$ cat src/rtl/cpu_reg_pkg.sv
// ============================================================================
// Module : cpu_reg_pkg
// Brief  : Shared op encodings, memory-FSM state type and parameter defaults
//          for the cpu_reg_bank channel register bank.
// Rev    : 1.0 - initial release
// ============================================================================
`default_nettype none

package cpu_reg_pkg;

  localparam int DEF_WIDTH    = 32;
  localparam int DEF_NCH      = 4;
  localparam int DEF_INC_STEP = 4;
  localparam int DEF_TMO      = 16;

  localparam logic [1:0] OP_HOLD = 2'b00;
  localparam logic [1:0] OP_LOAD = 2'b01;
  localparam logic [1:0] OP_INC  = 2'b10;
  localparam logic [1:0] OP_CLR  = 2'b11;

  typedef enum logic {
    ST_IDLE = 1'b0,
    ST_WAIT = 1'b1
  } mem_state_e;

  // Select width never collapses to zero, even for a single channel
  function automatic int sel_width(input int n);
    return (n > 1) ? $clog2(n) : 1;
  endfunction

endpackage

`default_nettype wire

$ cat src/rtl/reg_chan.sv
// ============================================================================
// Module : reg_chan
// Brief  : One channel register with op decode, memory-load override and
//          optional even-parity storage (macro CPU_REG_BANK_PARITY_EN).
// Rev    : 1.0 - initial release
// ============================================================================
`default_nettype none

module reg_chan
  import cpu_reg_pkg::*;
#(
  parameter int WIDTH    = DEF_WIDTH,
  parameter int INC_STEP = DEF_INC_STEP
)(
  input  logic             CLK,
  input  logic             RST,
  input  logic             op_en_i,
  input  logic [1:0]       op_i,
  input  logic [WIDTH-1:0] ds_i,
  input  logic             mem_we_i,
  input  logic [WIDTH-1:0] mem_data_i,
`ifdef CPU_REG_BANK_PARITY_EN
  input  logic             par_inj_i,
  output logic             par_err_o,
`endif
  output logic [WIDTH-1:0] q_o
);

  logic [WIDTH-1:0] data_q;
  logic [WIDTH-1:0] data_d;

  // The memory load has priority over any op aimed at this channel
  always_comb begin
    data_d = data_q;
    if (mem_we_i) begin
      data_d = mem_data_i;
    end else if (op_en_i) begin
      case (op_i)
        OP_LOAD: data_d = ds_i;
        OP_INC:  data_d = data_q + WIDTH'(INC_STEP);
        OP_CLR:  data_d = '0;
        default: data_d = data_q;
      endcase
    end
  end

  always_ff @(posedge CLK or posedge RST) begin
    if (RST) begin
      data_q <= '0;
    end else begin
      data_q <= data_d;
    end
  end

  assign q_o = data_q;

`ifdef CPU_REG_BANK_PARITY_EN
  logic par_q;
  logic wr_en;

  assign wr_en = mem_we_i | (op_en_i & (op_i != OP_HOLD));

  always_ff @(posedge CLK or posedge RST) begin
    if (RST) begin
      par_q <= 1'b0;
    end else if (wr_en) begin
      par_q <= (^data_d) ^ par_inj_i;
    end
  end

  assign par_err_o = (^data_q) ^ par_q;
`endif

endmodule

`default_nettype wire

$ cat src/rtl/cpu_reg_bank.sv
// ============================================================================
// Module : cpu_reg_bank
// Brief  : NCH-channel register bank with per-channel ops and a memory-fed
//          load FSM with timeout. Optional parity via CPU_REG_BANK_PARITY_EN.
// Rev    : 1.0 - initial release
// ============================================================================
`default_nettype none

module cpu_reg_bank
  import cpu_reg_pkg::*;
#(
  parameter  int WIDTH    = DEF_WIDTH,
  parameter  int NCH      = DEF_NCH,
  parameter  int INC_STEP = DEF_INC_STEP,
  parameter  int TMO      = DEF_TMO,
  localparam int SW       = sel_width(NCH)
)(
  input  logic                 CLK,
  input  logic                 RST,
  input  logic [SW-1:0]        Sel,
  input  logic [1:0]           Op,
  input  logic [WIDTH-1:0]     Ds,
  input  logic                 MemReq,
  input  logic [WIDTH-1:0]     MemDs,
  input  logic                 MOC,
  output logic                 Busy,
  output logic                 Done,
  output logic                 TimeoutErr,
`ifdef CPU_REG_BANK_PARITY_EN
  input  logic                 ParInj,
  output logic [NCH-1:0]       ParErr,
`endif
  output logic [NCH*WIDTH-1:0] Qs
);

  localparam int CW = $clog2(TMO);

  mem_state_e    state_q, state_d;
  logic [CW-1:0] cnt_q,   cnt_d;
  logic [SW-1:0] tgt_q,   tgt_d;
  logic          done_q,  done_d;
  logic          terr_q,  terr_d;
  logic          sel_valid;
  logic          load_mem;

  // A power-of-two channel count makes every select value legal
  if (NCH == (1 << SW)) begin : g_sel_full
    assign sel_valid = 1'b1;
  end else begin : g_sel_part
    assign sel_valid = ({1'b0, Sel} < (SW+1)'(NCH));
  end

  always_ff @(posedge CLK or posedge RST) begin
    if (RST) begin
      state_q <= ST_IDLE;
      cnt_q   <= '0;
      tgt_q   <= '0;
      done_q  <= 1'b0;
      terr_q  <= 1'b0;
    end else begin
      state_q <= state_d;
      cnt_q   <= cnt_d;
      tgt_q   <= tgt_d;
      done_q  <= done_d;
      terr_q  <= terr_d;
    end
  end

  always_comb begin
    state_d  = state_q;
    cnt_d    = cnt_q;
    tgt_d    = tgt_q;
    done_d   = 1'b0;
    terr_d   = terr_q;
    load_mem = 1'b0;
    case (state_q)
      ST_IDLE: begin
        if (MemReq && sel_valid) begin
          tgt_d   = Sel;
          cnt_d   = '0;
          terr_d  = 1'b0;
          state_d = ST_WAIT;
        end
      end
      ST_WAIT: begin
        if (MOC) begin
          load_mem = 1'b1;
          done_d   = 1'b1;
          state_d  = ST_IDLE;
        end else if (cnt_q == CW'(TMO - 1)) begin
          terr_d   = 1'b1;
          state_d  = ST_IDLE;
        end else begin
          cnt_d    = cnt_q + 1'b1;
        end
      end
      default: state_d = ST_IDLE;
    endcase
  end

  assign Busy       = (state_q == ST_WAIT);
  assign Done       = done_q;
  assign TimeoutErr = terr_q;

  for (genvar i = 0; i < NCH; i++) begin : g_chan
    logic op_en;
    logic mem_we;

    assign op_en  = sel_valid && (Sel == SW'(i));
    assign mem_we = load_mem && (tgt_q == SW'(i));

    reg_chan #(
      .WIDTH    (WIDTH),
      .INC_STEP (INC_STEP)
    ) u_chan (
      .CLK        (CLK),
      .RST        (RST),
      .op_en_i    (op_en),
      .op_i       (Op),
      .ds_i       (Ds),
      .mem_we_i   (mem_we),
      .mem_data_i (MemDs),
`ifdef CPU_REG_BANK_PARITY_EN
      .par_inj_i  (ParInj),
      .par_err_o  (ParErr[i]),
`endif
      .q_o        (Qs[i*WIDTH +: WIDTH])
    );
  end

endmodule

`default_nettype wire

$ cat config.mk
export PLATFORM = sky130hd
export DESIGN_NAME = cpu_reg_bank
export DESIGN_NICKNAME = d
export VERILOG_FILES = /design/src/rtl/cpu_reg_pkg.sv /design/src/rtl/reg_chan.sv /design/src/rtl/cpu_reg_bank.sv
export SDC_FILE = /design/constraint.sdc
export NUM_CORES = 1
export LEC_CHECK = 0
export BUFFER_PORTS_ARGS = -buffer_cell sky130_fd_sc_hd__buf_2
export CAP_MARGIN = 5
export CORE_MARGIN = 2
export CORE_UTILIZATION = 50
export DETAILED_ROUTE_END_ITERATION = 10
export HOLD_SLACK_MARGIN = 0.06
export PLACE_DENSITY = 0.77
export SETUP_SLACK_MARGIN = 0.1
export SYNTH_ARGS = -nofsm -noshare
export SYNTH_HDL_FRONTEND = slang
export SYNTH_SLANG_ARGS = --single-unit
$ cat constraint.sdc
create_clock -name CLK -period 4.4 [get_ports CLK]
set_input_delay 0.88 -clock CLK [delete_from_list [all_inputs] [get_ports CLK]]
set_output_delay 0.88 -clock CLK [all_outputs]
set_load 0.01 [all_outputs]
==> metrics.md <==
| Metric | Value |
|---|---|
| Cts bufs inserted | 17 |
| Highest metal used | met4 |
| I/O pin total | 203 |
| Initial antenna violation count | 0 |
| DR WL met3 | 4400 µm |
| Synth area leaders | dfrtp_1 (35%), o21ai_0 (6.5%), nor2_1 (6.0%), nand2_1 (5.4%), mux2i_1 (4.2%) |
| WS Path Type | in2reg |
| Sequential area share after synthesis | 35.06% |
| Critical path arrival | 3.08 ns |
| Power Total | 5.525 mW |
| Relative slew slack | 16.93% |
| Ys flop type | dfrtp_1 |
| Non-Filler Instances | 1689 |
| Post-CTS sizing | 0 |
| FILL cells | 1802 |
| Hold Buf Count CTS | 0 |
| Top cell type's share of synthesized area | 35.06% |
| Global-route wire length before repair | 55760 µm |
| Die Area | 0.02069 mm² |
| Die width | 143.8 µm |
| Met2 WL | 15770 µm |
| Final TNS setup | 0 ns |
| Worst Path Required | 4.77 ns |
| Pwr Density | 481.1 mW/mm² |
| Post-route ant nets | 0 |
| Register area | 0.003428 mm² |
| Vias/cell | 6.715 |
| Seq pwr share | 42.0% |
| Synth Area per Inst | 7.699 µm² |
| All-layer global routing usage | 34.95% |
| Total gr overflow | 0 |
| Fin crit period | 2.704 ns |
| Clock Latency Late Sink | 0.43 ns |
| Net Sw Frac | 41.32% |
| MaxCap Viol Count | 0 |
| Residual DRC | 0 |
| Worst setup SP type | primary input |
| Post-synthesis instance total | 1270 |
| Final WL | 36520 µm |
| # rows | 51 |
| Placed Instances | 1658 |
| Unrepaired setup endpoints after global routing | false |
| Comb power frac | 32.7% |
| EDFF count, synth | 0 |
| Max clock buf depth | 2 |
| Hpwl dp | 26120 µm |
| Most frequent cells in the layout | buf_2 (202), nor2_1 (155), nand2_1 (141), dfrtp_1 (137), o21ai_0 (127) |
| Distinct cells, synth | 69 |
| Area Overhead vs Synth | 17.47% |
| Synth area leader | dfrtp_1 |
| Setup violations, final | 0 |
| Synth async-reset ratio | 100.0% |
| VDD IR max | 0.0003218 V |
| Met1 Wirelength | 14100 µm |
| Hold crit path type | reg2reg |
| Reg clk slew, reported paths | 0.06 ns |
| H-tree Lvls | 4 |
| Cell Area, Synth | 0.009778 mm² |
| Setup Buffers After CTS | 0 |
| Final Wtd Congestion | 0.9918 |
| Most common cell after layout, fill and taps aside | buf_2 |
| Period utilization | 61.47% |
| Number of synthesized register bits | 137 |
| Pin count of the biggest net entering global routing | 99 |
| Synth warnings | 0 |
| Fmax | 369.8 MHz |
| Worst-path maximum fanout | 32 |
| Core area | 0.01933 mm² |
| Sw Pwr | 2.283 mW |
| Vias in the first global route | 9876 |
| Internal power | 3.242 mW |
| Final Hold Fails | 0 |
| # clock sinks | 137 |
| Clock root cell | clkbuf_16 |
| Number of detailed-route iterations in the first pass | 6 |
| Synthesized net count | 1347 |
| Final Util | 59.41% |
| Slew @ Worst Pin | 1.235 ns |
| ANT cells | 0 |
| Outcome | finished clean |
| Min Hold Slack | 0.4978 ns |
| Vias post-DR | 11340 |
| Initial DRC count | 1644 |
| Footprint of the multi-input gates | 0.005963 mm² |
| Share of cells above drive strength 1 | 19.03% |
| Fin. max-slew vios | 0 |
| Worst setup EP type | register |
| Drt wl/cell | 21.62 µm |
| Port Buf Inserts | 202 |
| Initial Util | 50.57% |
| Die Y | 143.8 µm |
| Clock share of power | 25.3% |
| CTS tree | yes |
| Nets | 1489 |
| Leakage | 4.735 nW |
| Final Skew | 0.008224 ns |
[layout make-up]
| class | instances | share of cell area [%] |
|---|---|---|
| well taps | 265 | 2.887 |
| clock inverters | 7 | 0.5882 |
| flip-flops and latches | 137 | 29.85 |
| inverters | 7 | 0.2614 |
| repair buffers | 222 | 10.22 |
| clock buffers | 24 | 4.281 |
| multi-input cells | 1027 | 51.92 |
[power by group through the flow]
stage          Sequential, mW  Combinational (mW)  Clock, mW
2_1_floorplan            2.29               0.974          0
3_3_place_gp             2.29                1.75          0
3_5_place_dp             2.30                1.79          0
4_1_cts                  2.29                1.80       1.40
5_1_grt                  2.38                1.99       1.46
6_report                 2.32                1.81       1.40
[path summary, 6_finish.rpt]
check	from	to	slack [ns]	cells past startpoint
worst max-delay path	Op[1]	g_chan[3].u_chan.q_o[22]$_DFFE_PP0P_	1.70	6
worst min-delay path	cnt_q[2]$_DFFE_PP0P_	cnt_q[2]$_DFFE_PP0P_	0.50	1
worst max register to register	g_chan[1].u_chan.q_o[2]$_DFFE_PP0P_	g_chan[1].u_chan.q_o[26]$_DFFE_PP0P_	1.74	6
worst min register to register	cnt_q[2]$_DFFE_PP0P_	cnt_q[2]$_DFFE_PP0P_	0.50	1
max in group asynchronous	RST	g_chan[2].u_chan.q_o[9]$_DFFE_PP0P_	3.33	3
min in group asynchronous	RST	g_chan[3].u_chan.q_o[30]$_DFFE_PP0P_	0.59	3
[worst max-delay path: stages]
cell and delay [ns]:
buf_2 0.19, buf_4 0.33, nor2b_4 0.78, o21ai_0 0.26
o41ai_1 0.39, a22o_1 0.21
[sequential cells by signal (all words and copies together) (netlist names)]
register           count
g_chan.u_chan.q_o    128
cnt_q                  4
tgt_q                  2
Busy                   1
Done                   1
TimeoutErr             1
[metal layers]
| metal | vias to the layer above | global-route usage, % |
|---|---|---|
| li1 | 5038 | - |
| met4 | 0 | 18.68 |
| met5 | - | 0 |
| met3 | 169 | 8.164 |
| met2 | 826 | 51.28 |
| met1 | 5308 | 47.79 |
[per-stage QoR]
| stage | instance area [µm²] | setup WS (ns) |
|---|---|---|
| after floorplan | 9782 | 1.813 |
| after global placement | 10930 | 1.399 |
| after detailed placement | 10930 | 1.313 |
| after CTS | 11490 | 1.753 |
| after global routing | 11490 | 1.535 |
| final | 11490 | 1.696 |
[kinds of logic (layout without fill, tap and decap cells)]
family | Yosys count | in the layout | share of synthesized area (%)
simple gates | 588 | 588 | 29.90
compound gates | 373 | 373 | 23.98
flops | 137 | 137 | 35.06
buf+inv | 106 | 260 | 4.402
mux | 42 | 42 | 4.312
xor+xnor | 19 | 19 | 1.702
fa+ha+maj | 5 | 5 | 0.6398
[cells in the mapped netlist, drive strengths merged, types with 9 or more instances]
master,count
nor3,44
a21oi,62
nand2,141
nor2,155
or3,11
and3,18
o21ai,129
nor4,25
nand2b,24
nand3,64
o211ai,21
o31ai,18
a31oi,46
o221ai,14
xor2,12
clkbuf,90
nor3b,9
mux2i,41
buf,9
nand4,38
o22ai,10
and4,16
dfrtp,137
a211oi,15
nor2b,16
Note: power is estimated with default switching activity, not from simulation.
